File: config.mk
export PLATFORM = sky130hd
export DESIGN_NAME = writeback_regfile
export DESIGN_NICKNAME = d
export VERILOG_FILES = /design/src/rtl/writeback_regfile.sv
export SDC_FILE = /design/constraint.sdc
export NUM_CORES = 2
export LEC_CHECK = 0
export CORE_ASPECT_RATIO = 2
export CORE_UTILIZATION = 45
export DETAILED_ROUTE_END_ITERATION = 8
export DONT_BUFFER_PORTS = 1
export GPL_ROUTABILITY_DRIVEN = 0
export HOLD_SLACK_MARGIN = 0.03
export PLACE_DENSITY = 0.66
export SLEW_MARGIN = 30
export SYNTH_ARGS = -nofsm -noshare
export SYNTH_HDL_FRONTEND = slang
export SYNTH_SLANG_ARGS = --single-unit
File: constraint.sdc
create_clock -name clk -period 5.84 [get_ports clk]
set_input_delay 0.292 -clock clk [delete_from_list [all_inputs] [get_ports clk]]
set_output_delay 0.292 -clock clk [all_outputs]
set_load 0.02 [all_outputs]
File: src/rtl/writeback_regfile.sv
// Writeback stage register feeding a 32x32 register file. Each write is committed one edge
// after it is captured, and reads bypass the pending stage entry.
module writeback_regfile (
   input  logic        clk,
   input  logic        reset,
   input  logic        wb_valid,
   input  logic        wb_regWrite,
   input  logic        wb_memToReg,
   input  logic [4:0]  wb_writeRegister,
   input  logic [31:0] wb_aluResult,
   input  logic [31:0] wb_memData,
   input  logic [4:0]  rd_index1,
   input  logic [4:0]  rd_index2,
   output logic [31:0] rd_value1,
   output logic [31:0] rd_value2,
   output logic [31:0] retire_count,
   output logic        pending
);

   logic        stage_valid_q;
   logic [4:0]  stage_idx_q;
   logic [31:0] stage_data_q;
   logic        stage_valid_d;
   logic [31:0] stage_data_d;
   logic [31:0] regs_q [32];
   logic [31:0] retire_q;

   always_comb begin
      stage_valid_d = wb_valid & wb_regWrite & (wb_writeRegister != 5'd0);
      stage_data_d  = wb_memToReg ? wb_memData : wb_aluResult;
   end

   // When wb_valid is low, the index and data are held; only the valid bit matters.
   always_ff @(posedge clk) begin
      if (reset) begin
         stage_valid_q <= 1'b0;
         stage_idx_q   <= 5'd0;
         stage_data_q  <= 32'd0;
      end else begin
         stage_valid_q <= stage_valid_d;
         if (wb_valid) begin
            stage_idx_q  <= wb_writeRegister;
            stage_data_q <= stage_data_d;
         end
      end
   end

   always_ff @(posedge clk) begin
      if (reset) begin
         for (int i = 0; i < 32; i++) begin
            regs_q[i] <= 32'd0;
         end
         retire_q <= 32'd0;
      end else if (stage_valid_q) begin
         regs_q[stage_idx_q] <= stage_data_q;
         retire_q            <= retire_q + 32'd1;
      end
   end

   always_comb begin
      rd_value1 = regs_q[rd_index1];
      if (rd_index1 == 5'd0) begin
         rd_value1 = 32'd0;
      end else if (stage_valid_q && (stage_idx_q == rd_index1)) begin
         rd_value1 = stage_data_q;
      end
   end

   always_comb begin
      rd_value2 = regs_q[rd_index2];
      if (rd_index2 == 5'd0) begin
         rd_value2 = 32'd0;
      end else if (stage_valid_q && (stage_idx_q == rd_index2)) begin
         rd_value2 = stage_data_q;
      end
   end

   assign retire_count = retire_q;
   assign pending      = stage_valid_q;

endmodule

# Word level (Yosys, flattened, before mapping)
# Memories as Yosys holds them, arrays and structs flattened.
# Cells that the tools add are included.
# W data, S select, Z words.
op_classes:
  mux: 13
  eq_ne: 2
  n_addsub: 1
  n_reduce_logical: 6
  n_bitwise: 2
ops:
  columns: ["op", "n"]
  rows:
  - ["$mux W32", 6]
  - ["$add A32 B1 Y32 const B", 1]
  - ["$reduce_or A32 Y1", 1]
  - ["$eq A5 B5 Y1", 2]
  - ["$logic_not A5 Y1", 2]
  - ["$mux W1", 6]
  - ["$mux W5", 1]
  - ["$reduce_bool A5 Y1", 1]
  - ["$and A1 B1 Y1", 2]
  - ["$logic_and A1 B1 Y1", 2]
word_totals:
  in_bits: 84
  mem_count: 1
  out_inout_bits: 97
  regBits: 70
  word_cells: 29
  mem_bits_rw: 1024
memory_table:
  columns: ["memory", "depth", "width", "read_ports", "rd_ports_with_merged_regs", "write_ports", "line_no", "text"]
  rows:
  - ["regs_q", 32, 32, 2, 0, 32, "25", "logic [31:0] regs_q [32];"]

# Longest topological paths before layout
depth:
  word_depth: 5
  ltp_mapped: 11
  mapped_depth_nobuf: 7

# Worst setup path before layout
# No wires, ideal clock.
synth_path:
  path_kind: "register to register"
  from: "register stage_valid_q, in the netlist pending"
  to: "memory regs_q[20][0] (enable)"
  setup_ps: 375
  t_required_ps: 5465
  setup_slack_ps: 3384
  path_stages_with_launch: 8
  arrival_ps: 2081
  n_path_buf: 3
  period_less_slack_ps: 2456
  path_cell_list: "dfxtp_1 buf_2 nand2b_1 or3_1 clkbuf_1 clkbuf_1 nor2_1 or2_2"
synth_rtl:
  columns: ["item", "line_no", "text"]
  rows:
  - ["start: declaration", "20", "logic stage_valid_q;"]
  - ["start signal: assignment", "40", "stage_valid_q <= stage_valid_d;"]
  - ["end: declaration", "25", null]

# Worst setup path after layout
layout_path:
  from: "register stage_idx_q[3]"
  to: "output port rd_value2[17]"
layout_via:
  elab_chain_cells: 4
layout_lines:
  columns: ["item", "line_no", "text"]
  rows:
  - ["start: declaration", "21", "logic [4:0] stage_idx_q;"]
  - ["start signal: assignment", "42", "stage_idx_q <= wb_writeRegister;"]
  - ["$eq A5 B5 Y1", "73", "end else if (stage_valid_q && (stage_idx_q == rd_index2)) begin"]
  - ["$logic_and A1 B1 Y1", "73", null]
  - ["$mux W32", "73", null]
  - ["$mux W32", "71", "if (rd_index2 == 5'd0) begin"]
  - ["end: declaration", "15", "output logic [31:0] rd_value2,"]
# Every way passes these cells.

==> flow_metrics.tcl <==
set metrics [dict create \
    clk_latency_ps 750 \
    timing.critical_path.slowest_cell_delay_ps 960 \
    grt_overflow_total 0 \
    timing.hold.ws_ps 52.43 \
    max_cap_violations 0 \
    drv_slew 0 \
    post_cts_setup_buffers 0 \
    ctsLongestPathBuffers 3 \
    tightestPinTransition_ps 1145 \
    clk_pin_slew_ps 70 \
    final_cells 6043 \
    synth-seq-area-share_pct 54.23 \
    synth_top_flop_cell "sky130_fd_sc_hd__edfxtp_1" \
    starting_density_of_the_core_pct 45.25 \
    root_buffer "sky130_fd_sc_hd__clkbuf_16" \
    layout_min_cycle_time_ps 4511 \
    critical_path_required_ps 5550 \
    synthesis.instances 4388 \
    grt_setup_unrepaired "false" \
    clock_sinks 1094 \
    hold_start "wb_valid" \
    timing.final.setup_violations 0 \
    tritoncts_clock_tree "yes" \
    grt_max_degree 319 \
    post-place-cells 5751 \
    core.rowCount 188 \
    synth-seq-cells 1094 \
    first_pass_grt_wire_length_um 306900 \
    async_reset_ff_share_pct 0 \
    cp_cell_sequence "xor2_1, nor4_1, nand3_1, nand2_1, a21oi_1, a221o_1" \
    r2r-start "pending" \
    most_used_cells_in_the_layout_excluding_fill_and_tap_cells "sky130_fd_sc_hd__edfxtp_1, sky130_fd_sc_hd__and2_1, sky130_fd_sc_hd__mux2i_1" \
    drive_gt1_share_pct 16.43 \
    synth_net_count 4473 \
    die_w_um 258.7 \
    num_vias 41230 \
    power_density_over_the_cells_mw_per_mm2 277.5 \
    detailedRoute.firstIterationViolations 5539 \
    number_of_iterations_in_the_first_detailed_routing_pass 6 \
    io_pins 181 \
    grt.total_usage_pct 33.01 \
    floorplan.die.height_um 515.3 \
    fmax_ghz 0.2217 \
    finalHoldViolCount 0 \
    routed_length_per_instance_um 36.71 \
    synth.avg_cell_area_um2 13.51 \
    start_kind "flop" \
    cp-startpoint "stage_idx_q[3]" \
    crit_path_end_kind "output pin" \
    finClkSkew_ps 48.46 \
    path_max_fanout 14 \
    drt.antenna.violating_nets 0 \
    drt_drc_violations_left 0 \
    layout.nets 4329 \
    timing.setup.tns_ps 0 \
    cts-htree-levels 3 \
    timing.setup.critical_path_class "flop to output pin" \
    run_status "finished clean" \
    fill_cells 11090 \
    synth_area_mm2 0.05928 \
    synth.distinct_cells 72 \
    portBuffers 0 \
    slew_headroom_pct 23.56 \
    worstPathArrival_ps 4220 \
    syn_to_final_growth_pct 9.434 \
    die_area_mm2 0.1333 \
    critical-path-slowest-cell "sky130_fd_sc_hd__nand2_1" \
    core_area_mm2 0.1310 \
    hold_path_class "input pin to flop" \
    layout_worst_path_cycle_share_pct 77.25 \
    placed_wire_length_estimate_after_detailed_placement_um 138600 \
    ir_drop_worst_vdd_v 0.0002517 \
    synth-edff-count 1024 \
    yosys_warnings 0 \
    layout_commonest_cell "sky130_fd_sc_hd__edfxtp_1" \
    p_leak_nw 23.37 \
    cts-buffers-inserted 99 \
    grt_pass1_vias 40440 \
    vias_per_cell 6.822 \
    finalWirelength_um 221800 \
    antenna_violations_before_repair 23 \
]
state kept, by name (all words and copies together) (netlist names):
signal / flops
regs_q: 1024
retire_count: 32
stage_data_q: 32
pending: 1
stage_idx_q: 5
per-layer routing:
| layer | up-vias | wire length, µm | global-route usage [%] |
|---|---|---|---|
| met2 | 3123 | 105400 | 53.57 |
| met1 | 20740 | 70360 | 36.56 |
| met3 | 948 | 25460 | 9.156 |
| met5 | - | 93 | 0 |
| met4 | 12 | 20530 | 25.50 |
| li1 | 16400 | - | - |
what timing repair did:
action,CTS,global route
hold endpoints to repair,92,0
hold buffers,100,0
resized for setup,0,0
power by group:
group / switching [mW] / leakage (nW) / internal, mW / total [mW]
sequential: 0.179 / 11.1 / 8.82 / 9.00
combinational: 1.30 / 10.6 / 0.760 / 2.06
clock: 3.10 / 1.63 / 3.84 / 6.94
final timing paths:
kind / endpoint / slack (ps) / depth (start not counted)
setup / recovery: rd_value2[17] / 1330 / 6
hold / removal: stage_idx_q[1] / 50 / 3
setup reg to reg: regs_q[24][27] / 2400 / 6
hold reg to reg: retire_count[31] / 610 / 2
critical path: cells and delay by family (launching register included):
kind / cells / cell delay (ps)
AOI/OAI and AO/OA: 2 / 650
xor gates and xnor gates: 1 / 130
DFF: 1 / 540
and+or+nand+nor: 3 / 2140
cells in the mapped netlist (all sizes together), types with 4 or more instances:
master / count / area (µm²)
mux2: 23 / 259.0
o22ai: 24 / 150.1
o21ai: 97 / 485.5
nand4: 18 / 112.6
xor2: 23 / 201.4
edfxtp: 1024 / 30750
xnor2: 11 / 96.34
nor4: 7 / 43.79
and4: 5 / 43.79
a32o: 19 / 190.2
inv: 9 / 33.78
a21oi: 60 / 300.3
nor3: 72 / 360.4
or3: 11 / 68.82
mux2i: 348 / 3483
dfxtp: 70 / 1401
nand3: 69 / 345.3
nand3b: 4 / 30.03
nor2b: 30 / 187.7
and2: 994 / 6218
or2: 36 / 225.2
a211oi: 53 / 397.9
a22oi: 85 / 638.1
and3: 10 / 62.56
o211ai: 10 / 75.07
buf: 153 / 1114
nor2: 148 / 558.0
a221o: 35 / 350.3
a31oi: 26 / 162.7
a22o: 20 / 175.2
o211a: 4 / 40.04
nand2b: 14 / 87.58
or4: 6 / 45.04
nand2: 100 / 375.4
a221oi: 71 / 665.6
a211o: 6 / 52.55
mux4: 352 / 8025
clkbuf: 301 / 1131
layout make-up:
| cell class | count | area, µm² | share of cell area [%] |
|---|---|---|---|
| Timing Repair Buffer | 209 | 1979 | 3.051 |
| Antenna cell | 6 | 15.01 | 0.02314 |
| Sequential cell | 1094 | 32160 | 49.57 |
| Clock inverter | 52 | 590.6 | 0.9103 |
| Tap cell | 1710 | 2140 | 3.298 |
| Inverter | 11 | 41.29 | 0.06365 |
| Clock buffer | 132 | 2746 | 4.233 |
| Multi-Input combinational cell | 2829 | 25210 | 38.85 |
kinds of logic (layout without fill, tap and decap cells):
group / after synthesis / count (layout) / synth area share, %
simple gates: 1532 / 1532 / 14.90
fa+ha+maj: 1 / 1 / 0.02110
buf+inv: 465 / 404 / 3.856
mux: 723 / 723 / 19.85
other cells: 0 / 6 / 0
compound gates: 539 / 539 / 6.638
xor+xnor: 34 / 34 / 0.5023
flops: 1094 / 1094 / 54.23
through the flow:
step	setup slack (ps)	power, mW	util, %	instance area (µm²)
2_1_floorplan	3384	10.46	-	59280
3_3_place_gp	2059	11.02	45.99	60250
3_5_place_dp	2116	11.06	46.10	60400
4_1_cts	1425	17.92	49.44	64770
5_1_grt	1210	18.28	49.51	64860
6_report	1329	18.00	49.51	64870
No activity file was read; power rests on OpenSTA's default activity.
